==> src/rtl/fht_seq_pkg.sv <==
// rtl/fht_seq_pkg.sv - FSM state, width constants and butterfly index arithmetic for the FHT sequencer
package fht_pkg;

   localparam int MAX_LOG_N = 12;
   localparam int SW        = $clog2(MAX_LOG_N);
   localparam int CW        = MAX_LOG_N - 1;

   typedef enum logic [1:0] {
      S_IDLE,
      S_RUN,
      S_DRAIN,
      S_DONE
   } state_t;

   typedef struct packed {
      logic [MAX_LOG_N-1:0] idx0;
      logic [MAX_LOG_N-1:0] idx1;
      logic [MAX_LOG_N-1:0] idx2;
      logic [CW-1:0]        tw;
   } idx_t;

   // g*B is c with its low s bits cleared and shifted up one, so no multiplier is needed.
   function automatic idx_t fht_idx(input int log_n, input logic [SW-1:0] s, input logic [CW-1:0] c);
      logic [MAX_LOG_N-1:0] one;
      logic [MAX_LOG_N-1:0] h;
      logic [MAX_LOG_N-1:0] mask;
      logic [MAX_LOG_N-1:0] ce;
      logic [MAX_LOG_N-1:0] k;
      logic [MAX_LOG_N-1:0] gb;
      idx_t                 r;
      one    = MAX_LOG_N'(1);
      h      = one << s;
      mask   = h - one;
      ce     = {1'b0, c};
      k      = ce & mask;
      gb     = (ce & ~mask) << 1;
      r.idx0 = gb | k;
      r.idx1 = gb | h | k;
      r.idx2 = gb | h | ((h - k) & mask);
      r.tw   = CW'(k << (log_n - 1 - int'(s)));
      return r;
   endfunction

endpackage

==> src/rtl/fht_seq_if.sv <==
// rtl/fht_seq_if.sv - control, read-address and write-back bundle of the FHT operand sequencer
interface fht_seq_if #(parameter int LOG_N = 4);

   logic             iSTART;
   logic             oBUSY;
   logic             oDONE;
   logic             oRD_EN;
   logic [LOG_N-1:0] oADDR_X1;
   logic [LOG_N-1:0] oADDR_X2;
   logic             oRD_EN_X0;
   logic [LOG_N-1:0] oADDR_X0;
   logic [LOG_N-2:0] oADDR_TW;
   logic             oRD_BANK;
   logic             oWR_EN;
   logic [LOG_N-1:0] oADDR_Y0;
   logic [LOG_N-1:0] oADDR_Y1;

   modport master (
      input  iSTART,
      output oBUSY, oDONE, oRD_EN, oADDR_X1, oADDR_X2, oRD_EN_X0, oADDR_X0,
             oADDR_TW, oRD_BANK, oWR_EN, oADDR_Y0, oADDR_Y1
   );

   modport slave (
      output iSTART,
      input  oBUSY, oDONE, oRD_EN, oADDR_X1, oADDR_X2, oRD_EN_X0, oADDR_X0,
             oADDR_TW, oRD_BANK, oWR_EN, oADDR_Y0, oADDR_Y1
   );

endinterface

==> src/rtl/fht_seq_dly.sv <==
// rtl/fht_seq_dly.sv - fixed-depth shift register with asynchronous clear
module fht_dly #(
   parameter int DEPTH = 1,
   parameter int WIDTH = 1
) (
   input  logic             clk,
   input  logic             rst,
   input  logic [WIDTH-1:0] d,
   output logic [WIDTH-1:0] q
);

   generate
      if (DEPTH == 0) begin : g_wire
         assign q = d;
      end else begin : g_sr
         logic [WIDTH-1:0] sr [DEPTH];

         always_ff @(posedge clk or posedge rst) begin
            if (rst) begin
               for (int i = 0; i < DEPTH; i++) sr[i] <= '0;
            end else begin
               sr[0] <= d;
               for (int i = 1; i < DEPTH; i++) sr[i] <= sr[i-1];
            end
         end

         assign q = sr[DEPTH-1];
      end
   endgenerate

endmodule

==> src/rtl/fht_seq.sv <==
// rtl/fht_seq.sv - stage/butterfly sequencer issuing FHT operand reads and delayed write-backs
module fht_seq
   import fht_pkg::*;
#(
   parameter int LOG_N    = 4,
   parameter int PIPE_LAT = 3,
   parameter int X0_SKEW  = 1
) (
   input  logic       iCLK,
   input  logic       iRESET,
   fht_seq_if.master  bus
);

   localparam int STW = $clog2(LOG_N);
   localparam int DW  = (PIPE_LAT > 1) ? $clog2(PIPE_LAT) : 1;

   localparam logic [LOG_N-2:0] C_LAST = '1;
   localparam logic [LOG_N-2:0] C_ONE  = (LOG_N-1)'(1);
   localparam logic [STW-1:0]   S_LAST = STW'(LOG_N - 1);
   localparam logic [STW-1:0]   S_ONE  = STW'(1);
   localparam logic [DW-1:0]    D_LAST = DW'(PIPE_LAT - 1);
   localparam logic [DW-1:0]    D_ONE  = DW'(1);

   state_t           state;
   logic [STW-1:0]   stage;
   logic [LOG_N-2:0] cnt;
   logic [DW-1:0]    dcnt;
   logic             busy;
   logic             done;
   logic             rd_en;
   logic             rd_bank;
   logic [LOG_N-1:0] a0;
   logic [LOG_N-1:0] a1;
   logic [LOG_N-1:0] a2;
   logic [LOG_N-2:0] atw;

   logic [STW-1:0]   nxt_s;
   logic [LOG_N-2:0] nxt_c;
   logic             issue;
   idx_t             nxt;
   logic             unused_nxt;

   // Indices of the butterfly that would be issued at the coming edge.
   always_comb begin
      nxt_s = '0;
      nxt_c = '0;
      issue = 1'b0;
      case (state)
         S_IDLE:  issue = bus.iSTART;
         S_RUN: begin
            nxt_s = stage;
            nxt_c = cnt + C_ONE;
            issue = (cnt != C_LAST);
         end
         S_DRAIN: begin
            nxt_s = stage + S_ONE;
            issue = (dcnt == D_LAST) && (stage != S_LAST);
         end
         default: issue = 1'b0;
      endcase
      nxt = fht_idx(LOG_N, SW'(nxt_s), CW'(nxt_c));
   end

   assign unused_nxt = ^nxt;

   always_ff @(posedge iCLK or posedge iRESET) begin
      if (iRESET) begin
         state   <= S_IDLE;
         stage   <= '0;
         cnt     <= '0;
         dcnt    <= '0;
         busy    <= 1'b0;
         done    <= 1'b0;
         rd_en   <= 1'b0;
         rd_bank <= 1'b0;
         a0      <= '0;
         a1      <= '0;
         a2      <= '0;
         atw     <= '0;
      end else begin
         done  <= 1'b0;
         rd_en <= issue;
         if (issue) begin
            a0  <= nxt.idx0[LOG_N-1:0];
            a1  <= nxt.idx1[LOG_N-1:0];
            a2  <= nxt.idx2[LOG_N-1:0];
            atw <= nxt.tw[LOG_N-2:0];
         end
         case (state)
            S_IDLE: begin
               if (bus.iSTART) begin
                  state   <= S_RUN;
                  stage   <= '0;
                  cnt     <= '0;
                  busy    <= 1'b1;
                  rd_bank <= 1'b0;
               end
            end
            S_RUN: begin
               if (cnt == C_LAST) begin
                  state <= S_DRAIN;
                  dcnt  <= '0;
               end else begin
                  cnt <= nxt_c;
               end
            end
            // Next stage reads what this one writes, so wait for the pipeline to empty.
            S_DRAIN: begin
               if (dcnt == D_LAST) begin
                  if (stage == S_LAST) begin
                     state <= S_DONE;
                     busy  <= 1'b0;
                     done  <= 1'b1;
                  end else begin
                     state   <= S_RUN;
                     stage   <= nxt_s;
                     cnt     <= '0;
                     rd_bank <= ~rd_bank;
                  end
               end else begin
                  dcnt <= dcnt + D_ONE;
               end
            end
            S_DONE:  state <= S_IDLE;
            default: state <= S_IDLE;
         endcase
      end
   end

   logic [LOG_N:0]   x0_q;
   logic [2*LOG_N:0] wb_q;

   fht_dly #(.DEPTH(X0_SKEW), .WIDTH(LOG_N + 1)) u_x0_dly (
      .clk (iCLK),
      .rst (iRESET),
      .d   ({rd_en, a0}),
      .q   (x0_q)
   );

   fht_dly #(.DEPTH(PIPE_LAT), .WIDTH(2*LOG_N + 1)) u_wb_dly (
      .clk (iCLK),
      .rst (iRESET),
      .d   ({rd_en, a0, a1}),
      .q   (wb_q)
   );

   assign bus.oBUSY     = busy;
   assign bus.oDONE     = done;
   assign bus.oRD_EN    = rd_en;
   assign bus.oADDR_X1  = a1;
   assign bus.oADDR_X2  = a2;
   assign bus.oADDR_TW  = atw;
   assign bus.oRD_BANK  = rd_bank;
   assign bus.oRD_EN_X0 = x0_q[LOG_N];
   assign bus.oADDR_X0  = x0_q[LOG_N-1:0];
   assign bus.oWR_EN    = wb_q[2*LOG_N];
   assign bus.oADDR_Y0  = wb_q[2*LOG_N-1:LOG_N];
   assign bus.oADDR_Y1  = wb_q[LOG_N-1:0];

endmodule

==> src/flat_wrapper.sv <==
// flat-port wrapper written by rule: the top's interface ports become plain ports
module fht_seq_flat import fht_pkg::*;
#(
   parameter int LOG_N    = 4,
   parameter int PIPE_LAT = 3,
   parameter int X0_SKEW  = 1
)
  (iCLK, iRESET, bus_iSTART, bus_oBUSY, bus_oDONE, bus_oRD_EN, bus_oADDR_X1, bus_oADDR_X2, bus_oRD_EN_X0, bus_oADDR_X0, bus_oADDR_TW, bus_oRD_BANK, bus_oWR_EN, bus_oADDR_Y0, bus_oADDR_Y1);
  fht_seq_if #(.LOG_N(LOG_N)) bus_i ();
  input  logic iCLK;
  input  logic iRESET;
  input wire logic [$bits(bus_i.iSTART)-1:0] bus_iSTART;
  output wire logic [$bits(bus_i.oBUSY)-1:0] bus_oBUSY;
  output wire logic [$bits(bus_i.oDONE)-1:0] bus_oDONE;
  output wire logic [$bits(bus_i.oRD_EN)-1:0] bus_oRD_EN;
  output wire logic [$bits(bus_i.oADDR_X1)-1:0] bus_oADDR_X1;
  output wire logic [$bits(bus_i.oADDR_X2)-1:0] bus_oADDR_X2;
  output wire logic [$bits(bus_i.oRD_EN_X0)-1:0] bus_oRD_EN_X0;
  output wire logic [$bits(bus_i.oADDR_X0)-1:0] bus_oADDR_X0;
  output wire logic [$bits(bus_i.oADDR_TW)-1:0] bus_oADDR_TW;
  output wire logic [$bits(bus_i.oRD_BANK)-1:0] bus_oRD_BANK;
  output wire logic [$bits(bus_i.oWR_EN)-1:0] bus_oWR_EN;
  output wire logic [$bits(bus_i.oADDR_Y0)-1:0] bus_oADDR_Y0;
  output wire logic [$bits(bus_i.oADDR_Y1)-1:0] bus_oADDR_Y1;
  assign bus_i.iSTART = bus_iSTART;
  assign bus_oBUSY = bus_i.oBUSY;
  assign bus_oDONE = bus_i.oDONE;
  assign bus_oRD_EN = bus_i.oRD_EN;
  assign bus_oADDR_X1 = bus_i.oADDR_X1;
  assign bus_oADDR_X2 = bus_i.oADDR_X2;
  assign bus_oRD_EN_X0 = bus_i.oRD_EN_X0;
  assign bus_oADDR_X0 = bus_i.oADDR_X0;
  assign bus_oADDR_TW = bus_i.oADDR_TW;
  assign bus_oRD_BANK = bus_i.oRD_BANK;
  assign bus_oWR_EN = bus_i.oWR_EN;
  assign bus_oADDR_Y0 = bus_i.oADDR_Y0;
  assign bus_oADDR_Y1 = bus_i.oADDR_Y1;
  fht_seq #(.LOG_N(LOG_N), .PIPE_LAT(PIPE_LAT), .X0_SKEW(X0_SKEW)) u_core (.iCLK(iCLK), .iRESET(iRESET), .bus(bus_i));
endmodule
==> config.mk <==
export PLATFORM = sky130hd
export DESIGN_NAME = fht_seq_flat
export DESIGN_NICKNAME = d
export VERILOG_FILES = /design/src/rtl/fht_seq_pkg.sv /design/src/rtl/fht_seq_if.sv /design/src/rtl/fht_seq_dly.sv /design/src/rtl/fht_seq.sv /design/src/flat_wrapper.sv
export SDC_FILE = /design/constraint.sdc
export NUM_CORES = 1
export LEC_CHECK = 0
export BUFFER_PORTS_ARGS = -buffer_cell sky130_fd_sc_hd__buf_4
export CORE_UTILIZATION = 25
export DETAILED_ROUTE_END_ITERATION = 10
export SLEW_MARGIN = 30
export SYNTH_ARGS = -nofsm -noshare
export SYNTH_HDL_FRONTEND = slang
export SYNTH_SLANG_ARGS = --single-unit
==> constraint.sdc <==
create_clock -name iCLK -period 2.88 [get_ports iCLK]
set_input_delay 0.432 -clock iCLK [delete_from_list [all_inputs] [get_ports iCLK]]
set_output_delay 0.432 -clock iCLK [all_outputs]
set_load 0.05 [all_outputs]
==> flow_metrics.env <==
export IMPL_status="complete, no violations"
export IMPL_cts_hold_buf=0
export IMPL_track_usage_pct=9.20
export IMPL_end_kind="flop"
export IMPL_skew_ns=0.0106
export IMPL_grt_max_degree=34
export IMPL_synthFlopType="dfrtp_1"
export IMPL_cp_slowest_cell="dfrtp_1"
export IMPL_final_max_slew_viol_count=0
export IMPL_crit_family="compound AO/OA/AOI/OAI gates"
export IMPL_drcViolationCount=0
export IMPL_worstMarginPinSlew_ns=0.679
export IMPL_syn_area_mm2=0.00228
export IMPL_setup_tns_ns=0
export IMPL_drt_iter0_drc=45
export IMPL_via_count=1380
export IMPL_die_w_um=97.4
export IMPL_diodes=0
export IMPL_path_clk_slew_ns=0.09
export IMPL_cp_start_kind="flop"
export IMPL_drt_wl_total_mm=3.95
export IMPL_max_freq_mhz=401
export IMPL_synth_top_area_share_pct=59.3
export IMPL_finalHoldViolCount=0
export IMPL_cts_sinks=54
export IMPL_htreeDepth=2
export IMPL_antenna_found_initial=0
export IMPL_relSlewSlack_pct=54.6
export IMPL_synth_largest_area_cell="dfrtp_1"
export IMPL_start_util_pct=26.0
export IMPL_fin_crit_ns=2.50
export IMPL_cts_root_buf="clkbuf_8"
export IMPL_critPathBufInv=1
export IMPL_rsz0062_at_grt="false"
export IMPL_worstSkewPairLatency_ns=0.31
export IMPL_syn_inst=184
export IMPL_synth_area_per_cell_um2=12.4
export IMPL_cp_required_ns=3.11
export IMPL_dp_hpwl_mm=2.99
export IMPL_final_cell_mix="dfrtp_1, buf_4, nand2_1"
export IMPL_die_area_mm2=0.00949
export IMPL_cp_cell_sequence="inv_1, ha_1, a22oi_2, nand2b_1, o21ai_0, ha_1, xor2_1, nand2_1, a31oi_1"
export IMPL_num_io_pins=32
export IMPL_max_stage_delay_ns=0.45
export IMPL_place_congestion=0.790
export IMPL_grt_first_pass_wirelength_mm=6.90
export IMPL_num_rows=34
export IMPL_ys_warn_count=0
export IMPL_coreArea_mm2=0.00876
export IMPL_cts_buffers=5
export IMPL_hp_class="in -> async"
export IMPL_via_per_inst=4.37
export IMPL_synth_seq_cells=54
export IMPL_clock_path_buffers=2
export IMPL_ant_nets=0
export IMPL_synthDistinctLibCells=43
export IMPL_cts_tree="built"
export IMPL_chipHeight_um=97.4
export IMPL_grt_pass1_vias=1409
export IMPL_final_common_cell="dfrtp_1"
export IMPL_cp_max_fo=10
export IMPL_drt_pass1_iter_count=4
export IMPL_synthesis_nets=199
export IMPL_synth_seq_area_share_pct=59.3
export IMPL_fin_nets=222
export IMPL_postCtsSetupRepairBufs=0
export IMPL_overflow=0
export IMPL_setup_viol=0
export IMPL_syn2layout_area_growth_pct=16.4
export IMPL_cap_violations=0
export IMPL_cp_data_arrival_time_ns=2.72
export IMPL_synth_area_top_cells="dfrtp_1, ha_1, buf_4"
export IMPL_wl_per_cell_um=12.5
export IMPL_crit_top_cell="ha_1"
export IMPL_cts_resized_gates=0
export IMPL_final_layout_size_suffix_gt1_share_pct=26.9
export IMPL_port_buffers=31
export IMPL_synth_edf_count=0
export IMPL_path_class="reg -> reg"
export IMPL_synthArstFlopShare_pct=100
export IMPL_post_route_period_util_pct=86.6
-- per-layer routing --
layer  up-vias  track usage (%)  part of all wire, %
met4         0             4.19                  1.8
met1       687             11.5                   44
met2        27             14.5                   49
met5         -                0                    0
met3         6             2.95                  4.9
li1        660                -                    -
-- path summary, 6_finish.rpt --
check / startpoint / endpoint / slack [ns] / depth (start not counted)
setup reg to reg: u_core.state[0] / u_core.bus.oADDR_X2[2] / 0.38 / 9
hold reg to reg: u_core.u_wb_dly.g_sr.sr[13] / u_core.u_wb_dly.q[4] / 0.35 / 0
max in group asynchronous: iRESET / u_core.a0[2] / 2.01 / 3
min in group iCLK: u_core.u_wb_dly.g_sr.sr[13] / u_core.u_wb_dly.q[4] / 0.35 / 0
hold / removal: iRESET / u_core.u_wb_dly.g_sr.sr[10] / 0.23 / 2
setup / recovery: u_core.state[0] / u_core.bus.oADDR_X2[2] / 0.38 / 9
-- cell type report --
cell class	count	area (um2)
fillers	896	6110
flip-flops and latches	54	1350
multi-input cells	104	761
repair buffers	33	248
well taps	108	135
clock buffers	6	82.6
clock inverters	2	38.8
inverters	9	35.0
-- flip-flops by register name, summed over array words and instances, names as in the netlist, 2 cells and up --
signal / cells
u_core.bus.oADDR_X2: 4
u_core.u_wb_dly.q: 9
u_core.a0: 4
u_core.u_x0_dly.q: 4
u_core.stage: 2
u_core.bus.oADDR_X1: 3
u_core.bus.oADDR_TW: 3
u_core.dcnt: 2
u_core.state: 2
u_core.cnt: 3
u_core.u_wb_dly.g_sr.sr: 14
-- cell usage after synthesis, types with 3 or more instances --
cell and instances:
o21ai_1 3, mux2_1 4, nand3b_1 3, o31ai_1 3, o21ai_0 3, inv_1 7, a21oi_1 7, a31oi_1 4
ha_1 12, nand2_1 17, nand2b_1 3, nor2_1 15, nand3_1 4, buf_4 13, dfrtp_1 54
-- metrics by stage --
step / instances / setup WS (ns) / util [%] / cell area (um2) / hold WS [ns]
6_report: 316 / 0.385 / 30.3 / 2650 / 0.226
5_1_grt: 316 / 0.227 / 30.3 / 2650 / 0.291
4_1_cts: 316 / 0.390 / 30.3 / 2650 / 0.252
3_5_place_dp: 308 / 0.422 / 28.9 / 2530 / 0.335
3_3_place_gp: 308 / 0.527 / 28.9 / 2530 / 0.332
2_1_floorplan: 184 / 0.847 / - / 2280 / 0.331
-- worst register-to-register path, stage by stage, from the launching register on --
cell      delay (ns)
dfrtp_1         0.45
inv_1           0.12
ha_1            0.34
a22oi_2         0.31
nand2b_1        0.43
o21ai_0         0.15
ha_1            0.22
xor2_1          0.16
nand2_1         0.07
a31oi_1         0.18
-- cells by family after synthesis --
group                    after synthesis  synth area share (%)
AO/OA/AOI/OAI                         36                  11.9
XOR/XNOR                               1                 0.385
adder cells (fa/ha/maj)               12                  6.59
buffers and inverters                 26                  7.25
flip-flops                            54                  59.3
multiplexers                           8                  4.34
AND/OR/NAND/NOR                       47                  10.2
Power is left out: the tool's default activity adds up to more than one toggle a clock period on the data nets, which glitch-free logic cannot reach.
